### src/rtl/coin_acceptor.sv
`default_nettype none
// coin_acceptor: synchronises and debounces the coin-slot sensor, measures pulse width,
// and presents classified coins as a one-hot code with an insert strobe or a reject pulse.
module coin_acceptor #(
  parameter int CNT_W    = 10,
  parameter int DEBOUNCE = 4,
  parameter int MIN_5    = 20,
  parameter int MAX_5    = 39,
  parameter int MIN_10   = 40,
  parameter int MAX_10   = 79,
  parameter int MIN_20   = 80,
  parameter int MAX_20   = 159,
  parameter int HOLD     = 4
) (
  input  logic       clk,
  input  logic       reset,
  input  logic       sensor,
  input  logic       enable,
  output logic [2:0] coins,
  output logic       insert,
  output logic       reject,
  output logic       busy
);

  localparam int DB_W   = $clog2(DEBOUNCE + 1);
  localparam int HOLD_W = $clog2(HOLD + 1);
  localparam logic [CNT_W-1:0] CNT_MAX = '1;

  typedef enum logic [2:0] {
    IDLE    = 3'd0,
    MEASURE = 3'd1,
    SETUP   = 3'd2,
    STROBE  = 3'd3,
    RECOVER = 3'd4
  } state_t;

  state_t            state, state_nxt;
  logic              sync1, sync2, sdb, sdb_q;
  logic [DB_W-1:0]   db_cnt;
  logic [CNT_W-1:0]  width_cnt, width_nxt;
  logic [HOLD_W-1:0] hold_cnt, hold_nxt;
  logic [2:0]        coin_q, coin_nxt, class_code;
  logic              lost, lost_nxt;
  logic              reject_q, reject_nxt;
  logic              sdb_rise, sdb_fall, hold_done;

  always_ff @(posedge clk or negedge reset) begin
    if (!reset) begin
      sync1  <= 1'b0;
      sync2  <= 1'b0;
      sdb    <= 1'b0;
      sdb_q  <= 1'b0;
      db_cnt <= '0;
    end else begin
      sync1 <= sensor;
      sync2 <= sync1;
      sdb_q <= sdb;
      if (sync2 == sdb) begin
        db_cnt <= '0;
      end else if (db_cnt == DB_W'(DEBOUNCE - 1)) begin
        sdb    <= sync2;
        db_cnt <= '0;
      end else begin
        db_cnt <= db_cnt + 1'b1;
      end
    end
  end

  assign sdb_rise  = sdb & ~sdb_q;
  assign sdb_fall  = ~sdb & sdb_q;
  assign hold_done = (hold_cnt == HOLD_W'(HOLD - 1));

  // Window order gives 5c priority over 10c over 20c if windows ever overlap.
  always_comb begin
    class_code = 3'b000;
    if (width_cnt >= CNT_W'(MIN_5) && width_cnt <= CNT_W'(MAX_5))
      class_code = 3'b001;
    else if (width_cnt >= CNT_W'(MIN_10) && width_cnt <= CNT_W'(MAX_10))
      class_code = 3'b010;
    else if (width_cnt >= CNT_W'(MIN_20) && width_cnt <= CNT_W'(MAX_20))
      class_code = 3'b100;
  end

  always_comb begin
    state_nxt  = state;
    width_nxt  = width_cnt;
    hold_nxt   = hold_cnt;
    coin_nxt   = coin_q;
    lost_nxt   = lost;
    reject_nxt = 1'b0;
    case (state)
      IDLE: begin
        if (sdb_rise) begin
          state_nxt = MEASURE;
          width_nxt = CNT_W'(1);
        end
      end
      MEASURE: begin
        if (sdb) begin
          if (width_cnt != CNT_MAX) width_nxt = width_cnt + 1'b1;
        end else if (class_code != 3'b000 && enable) begin
          state_nxt = SETUP;
          coin_nxt  = class_code;
        end else begin
          state_nxt  = RECOVER;
          hold_nxt   = '0;
          reject_nxt = 1'b1;
        end
      end
      SETUP: begin
        state_nxt = STROBE;
        hold_nxt  = '0;
      end
      STROBE: begin
        if (hold_done) begin
          state_nxt = RECOVER;
          hold_nxt  = '0;
        end else begin
          hold_nxt = hold_cnt + 1'b1;
        end
      end
      RECOVER: begin
        if (!hold_done) hold_nxt = hold_cnt + 1'b1;
        else if (!sdb) state_nxt = IDLE;
      end
      default: state_nxt = IDLE;
    endcase

    // A coin arriving while busy is never credited; it is returned at its fall.
    if (state == SETUP || state == STROBE || state == RECOVER) begin
      if (sdb_rise) begin
        lost_nxt = 1'b1;
      end else if (sdb_fall && lost) begin
        lost_nxt   = 1'b0;
        reject_nxt = 1'b1;
      end
    end
  end

  always_ff @(posedge clk or negedge reset) begin
    if (!reset) begin
      state     <= IDLE;
      width_cnt <= '0;
      hold_cnt  <= '0;
      coin_q    <= 3'b000;
      lost      <= 1'b0;
      reject_q  <= 1'b0;
    end else begin
      state     <= state_nxt;
      width_cnt <= width_nxt;
      hold_cnt  <= hold_nxt;
      coin_q    <= coin_nxt;
      lost      <= lost_nxt;
      reject_q  <= reject_nxt;
    end
  end

  assign coins  = (state == SETUP || state == STROBE) ? coin_q : 3'b000;
  assign insert = (state == STROBE);
  assign reject = reject_q;
  assign busy   = (state != IDLE);

endmodule
`default_nettype wire
### config.mk
export PLATFORM = sky130hd
export DESIGN_NAME = coin_acceptor
export DESIGN_NICKNAME = d
export VERILOG_FILES = /design/src/rtl/coin_acceptor.sv
export SDC_FILE = /design/constraint.sdc
export NUM_CORES = 1
export LEC_CHECK = 0
export CORE_MARGIN = 2
export CORE_UTILIZATION = 45
export DETAILED_ROUTE_END_ITERATION = 10
export SLEW_MARGIN = 20
export SYNTH_ARGS = -nofsm -noshare
export SYNTH_HDL_FRONTEND = slang
export SYNTH_SLANG_ARGS = --single-unit
### constraint.sdc
create_clock -name clk -period 5.1 [get_ports clk]
set_clock_uncertainty 0.1 [all_clocks]
set_input_delay 0.51 -clock clk [delete_from_list [all_inputs] [get_ports clk]]
set_output_delay 0.51 -clock clk [all_outputs]
set_load 0.05 [all_outputs]
==> impl_results.md, run 1 <==
- Antenna violations before repair: 0
- Post-synth EDFFs: 0
- Core area: approximately 3400 µm²
- Final worst slack: about 2 ns
- Area of the die: approximately 4000 µm²
- Total GRT Usage: around 17%
- Syn-to-layout area delta: 10.46%
- Synth area leaders: dfrtp_1 (44%), ha_1 (4.7%), xnor2_1 (3.9%), nor3_1 (3.5%), o21ai_0 (3.1%)
- Final hold vios: 0
- Dpl ws: between 2 and 2.5 ns
- Setup repair bufs after CTS: 0
- DR DRC count: 0
- Footprint of the multi-input gates: 838.3 µm²
- Final TNS setup: 0 ns
- Reg-to-reg startpoint: state[1]$_DFFE_PN0P_
- First-pass GRT wire length: ~5300 µm
- Clock power frac: 14.9%
- Internal Pwr Total: ~0.43 mW
- Maximum vdd drop: 220.3 µV
- Layout cells sized above 1: under 10%
- Synth Flop Type: dfrtp_1
- Post-synth ARST share: 100.0%
- DIE WIDTH: around 63 µm
- Seq/Total Area, Yosys: about 44%
- Hold Path Class: flop to flop
- Largest net degree at the start of global routing: 17
- FMAX: approximately 320 MHz
- Cell with the most instances after synthesis: dfrtp_1
- Unrepaired setup endpoints after global routing: no
- Hold path endpoint: sync2$_DFF_PN0_
- CP endpoint kind: output port
- Clk pin slew, worst setup/hold paths: 0.15 ns
- Mean area per synthesized cell: just under 10 µm²
- WL/cell: around 14 µm
- Required @ worst endpoint: 4.49 ns
- Root Driver: clkbuf_4
- Worst Max-Slew Pin Slew: slightly below 0.8 ns
- Post-DP HPWL: between 2000 and 2500 µm
- Pins Over Slew Limit: 0
- Area leader, netlist: dfrtp_1
- Sw Ratio: ~40%
- Number of routed nets with antenna violations: 0
- DR iter-0 viols: between 70 and 80
- Drt pass-1 iters: 4
- Post-synth top area share: about 44%
- DRT Wirelength: a little under 3000 µm
- Synth Net Count: 173
- Synthesized area: ~1600 µm²
- Clk_lat worst skew: 0.32 ns
- Gate Count Post-Synth: approximately 160
- Cts hold-fix bufs: 0
- Port Buffers: 9
- Yosys reg bits: 28
- Vias in the first global route: ~1,200
- Via count: ~1,200
- Gate power share: 38.7%
- Top cells by count, synth: dfrtp_1 (28), nand2_1 (13), nor2_1 (12)
- P per Cell Area: around 410 nW/µm²
- Startpoint of the worst hold path: sync1$_DFF_PN0_
- Status: complete, no violations
- Ys Warns: 0
- CTS tree: built
- Num rows: 21
- Leakage power: 0.7135 nW
- Crit path time final: between 3 and 4 ns
- Filler cell count: about 340
- Nets@finish: between 150 and 200
- Crit-path max FO: 16
- Sequential cell area: 700.7 µm²
- Ant diodes: 0
- Clock Path Buffers: 2
- Tcrit/Tclk final: between 60% and 70%
- Netlist cell types: between 40 and 50
- Sequential share of power: 46.4%
- Worst Path Arrival: ~2.5 ns
- Placer Congestion: 0.7096
- H-tree depth: 1
- Vias per cell: 5.645
- Reg2reg setup slack: ~3.0 ns
- RR Endpoint: width_cnt[9]$_DFFE_PN0P_
- Critical path startpoint category: flop
- Max-cap check violation count: 0
- Vert. Die Dim: 63.45 µm
- Initial Util: a little under half
- Crit Path Class: flop to output port
- Clock sinks: 28
- TritonCTS buffer count: 3
- I/O pins: 10
- WHS Path Cells: 0
- R2R depth: 5
- Max transition margin: 46.79%
- Congestion Overflow GR: 0
- Final setup fails: 0
- Post-CTS sizing: 0
- NetSw: approximately 0.29 mW
[flip-flops by register name (all words and copies together) (netlist names)]
name / count
reject: 1
sync2: 1
width_cnt: 10
sdb: 1
hold_cnt: 3
sdb_q: 1
state: 3
lost: 1
sync1: 1
db_cnt: 3
coin_q: 3
[worst max path at each step]
stage                                     to  cells past startpoint                 start
finish                                insert                      4  state[1]$_DFFE_PN0P_
global route                          insert                      4  state[1]$_DFFE_PN0P_
CTS                                   insert                      4  state[1]$_DFFE_PN0P_
detailed placement                    insert                      4  state[1]$_DFFE_PN0P_
global placement                      insert                      4  state[1]$_DFFE_PN0P_
floorplan           width_cnt[2]$_DFFE_PN0P_                      4  state[2]$_DFFE_PN0P_
[area by class of cell]
| cell class | count | share of cell area, % |
|---|---|---|
| Multi-Input combinational cell | 122 | 47.72 |
| Sequential cell | 28 | 39.89 |
| Timing Repair Buffer | 10 | 5.556 |
| Clock buffer | 4 | 2.066 |
| Inverter | 7 | 1.496 |
| Tap cell | 46 | 3.276 |
[stage by stage]
| step | area [µm²] | cells | utilization (%) | hold WS [ns] | total power [mW] |
|---|---|---|---|---|---|
| after floorplan | 1590 | 163 | - | 0.1144 | 0.5440 |
| after global placement | 1720 | 213 | 51.15 | 0.2329 | 0.6079 |
| after detailed placement | 1720 | 213 | 51.15 | 0.2403 | 0.6178 |
| after CTS | 1757 | 217 | 52.23 | 0.2743 | 0.7279 |
| after global routing | 1757 | 217 | 52.23 | 0.2773 | 0.7781 |
| final | 1757 | 217 | 52.23 | 0.2703 | 0.7172 |
[metal layers]
| metal | track usage (%) | share of wire (%) |
|---|---|---|
| met4 | 5.707 | 0.84 |
| met1 | 23.48 | 49 |
| met2 | 25.53 | 47 |
| met3 | 2.679 | 3.0 |
| met5 | 0 | 0 |
[power by group through the flow]
stage                     logic, mW  clock network (mW)  registers, mW
after floorplan               0.231                   0          0.313
after global placement        0.274                   0          0.334
after detailed placement      0.280                   0          0.338
after CTS                     0.281               0.114          0.333
after global routing          0.313               0.121          0.344
final                         0.277               0.107          0.333
[worst max-delay path, stage by stage (launching register included)]
cell and delay (ns):
dfrtp_1 0.69, nor2b_1 0.38, nand2_1 0.13, inv_1 0.12, clkdlybuf4s50_1 0.82
[kinds of logic after synthesis]
group	count (synthesis)	synth area share [%]
AO/OA/AOI/OAI	33	16.37
XOR/XNOR	7	3.855
multiplexers	4	2.832
AND/OR/NAND/NOR	72	24.94
adder cells (fa/ha/maj)	6	4.721
flip-flops	28	44.06
buffers and inverters	13	3.226
[cells in the final DEF, fill, tap and decap left out, types with 5 or more instances in the layout]
cell type,n
xnor2_1,7
nand2_1,13
nand3_1,5
nor2_1,12
a21oi_1,6
o21ai_0,10
nor3_1,11
dfrtp_1,28
ha_1,6
clkdlybuf4s50_1,9
inv_1,7
(Power assumes the default switching activity.)
==> run 2, diff against run 1 <==
- PLACE_DENSITY: not set -> 0.66
- clock period: 5.1 -> 2.65 ns (I/O delays scaled with it)
==> impl_results.md, run 2 (same netlist as run 1, synthesis figures left out) <==
- Num rows: 21 (unchanged)
- Initial Util: 47.28% (unchanged)
- Placer Congestion: 0.8238 (+16%)
- Unrepaired setup endpoints after global routing: no
- Max-cap check violation count: 0 (unchanged)
- Max transition margin: 66.26% (+19 points)
- Most frequent cells in the layout: dfrtp_1 (28), nand2_1 (13), nor2_1 (12)
- Final TNS setup: 0 ns (unchanged)
- Port Buffers: 9 (unchanged)
- Crit path max-delay family: buffers and inverters
- DR iter-0 viols: 76 (+5.6%)
- Crit path time final: 2.435 ns
- Vias in the first global route: 1,229 (+5.9%)
- CTS tree: built
- CP peak stage delay: 0.72 ns (-0.10 ns)
- DRT Wirelength: 3144 µm (+5.8%)
- Clock sinks: 28 (unchanged)
- Commonest non-fill, non-tap cell in the layout: dfrtp_1
- Clk_lat worst skew: 0.34 ns (+0.02 ns)
- Worst Max-Slew Pin Slew: 0.5053 ns (-0.2868 ns)
- WL/cell: 14.29 µm (+4.3%)
- TritonCTS buffer count: 3 (unchanged)
- Largest net degree at the start of global routing: 29 (+12)
- Footprint of the multi-input gates: 838.3 µm² (unchanged)
- Clock Path Buffers: 2 (unchanged)
- Core area: 3363 µm² (unchanged)
- Nets@finish: 185 (+1.6%)
- CP endpoint kind: output port
- Syn-to-layout area delta: 12.20%
- Antenna violations before repair: 0 (unchanged)
- Clk pin slew, worst setup/hold paths: 0.16 ns (about the same)
- Post-CTS sizing: 0 (unchanged)
- Number of routed nets with antenna violations: 0 (unchanged)
- Crit-path max FO: 13 (-3)
- Final setup fails: 0 (unchanged)
- Status: complete, no violations
- Congestion Overflow GR: 0 (unchanged)
- Reg with most FFs: width_cnt
- Layout cells sized above 1: 9.770% (+2.2 points)
- Final hold vios: 0 (unchanged)
- Total GRT Usage: 17.43% (+0.92 points)
- P per Cell Area: 796.8 nW/µm² (+95%)
- Maximum vdd drop: 259.1 µV (+18%)
- Via count: 1,244 (+1.6%)
- Leakage power: 0.7877 nW (+10%)
- Required @ worst endpoint: 2.29 ns (-2.20 ns)
- I/O pins: 10 (unchanged)
- FMAX: 410.6 MHz
- Setup repair bufs after CTS: 0 (unchanged)
- Area of the die: 4025 µm² (unchanged)
- R2R depth: 5 (unchanged)
- Cells along the critical path: or3_1, clkdlybuf4s50_1
- Vert. Die Dim: 63.45 µm (unchanged)
- Final core occ: 53.05% (+0.82 points)
- Crit Path Class: flop to output port
- Pins Over Slew Limit: 0 (unchanged)
- Max reg flops: 10 (unchanged)
- Drt pass-1 iters: 4 (unchanged)
- Post-DP HPWL: 2169 µm (-3.6%)
- First-pass GRT wire length: 5678 µm (+7.4%)
- Dpl ws: 0.4891 ns (-1.947 ns)
- Worst Path Arrival: 2.07 ns (-0.41 ns)
- CP max-delay cell: clkdlybuf4s50_1
- Filler cell count: 305 (-9.8%)
- Sequential cell area: 700.7 µm² (unchanged)
- Tcrit/Tclk final: between 90% and 100%
- H-tree depth: 1 (unchanged)
- Critical path startpoint category: flop
- DR DRC count: 0 (unchanged)
- Root Driver: clkbuf_4
- Levels on crit path: 2 (-2)
- Cts hold-fix bufs: 0 (unchanged)
- Vias per cell: 5.655 (+0.17%)
- DIE WIDTH: 63.45 µm (unchanged)
- Hold Path Class: input pin to asynchronous set/reset pin
- Final worst slack: 0.2148 ns (-1.800 ns)
- Worst path bufs/invs: 1 (-1)
- Ant diodes: 0 (unchanged)
-- run 2: cell type report --
cell class	count	share of cell area [%]
Inverter	7	1.473
Tap cell	46	3.226
Multi-Input combinational cell	122	46.98
Sequential cell	28	39.27
Clock buffer	4	2.034
Timing Repair Buffer	13	7.013
-- run 2: final timing paths --
check / from / to / slack [ns]
setup / recovery: state[2]$_DFFE_PN0P_ / busy / 0.21
hold / removal: reset / hold_cnt[0]$_DFFE_PN0P_ / 0.18
setup reg to reg: width_cnt[3]$_DFFE_PN0P_ / hold_cnt[0]$_DFFE_PN0P_ / 0.52
hold reg to reg: sync1$_DFF_PN0_ / sync2$_DFF_PN0_ / 0.27
max in group asynchronous: reset / width_cnt[2]$_DFFE_PN0P_ / 2.00
min in group clk: sensor / sync1$_DFF_PN0_ / 0.24
-- run 2: per-layer routing --
metal | GRT usage (%) | vias up | wire length, µm
met5 | 0 | - | 0
met4 | 5.435 | 0 | 25
li1 | - | 609 | -
met3 | 3.036 | 4 | 139
met1 | 23.91 | 596 | 1492
met2 | 28.03 | 35 | 1487
-- run 2: power breakdown --
part	internal, mW	switching (mW)
Combinational	0.248	0.332
Clock	0.0843	0.132
Sequential	0.513	0.112
-- run 2: through the flow --
stage / instances / cell area [µm²] / hold slack [ns] / power (mW)
floorplan: 163 / 1590 / -0.1306 / 1.047
global placement: 216 / 1740 / 0.2317 / 1.182
detailed placement: 216 / 1740 / 0.2355 / 1.209
CTS: 220 / 1777 / 0.1873 / 1.425
global route: 220 / 1784 / 0.2187 / 1.527
finish: 220 / 1784 / 0.1827 / 1.422
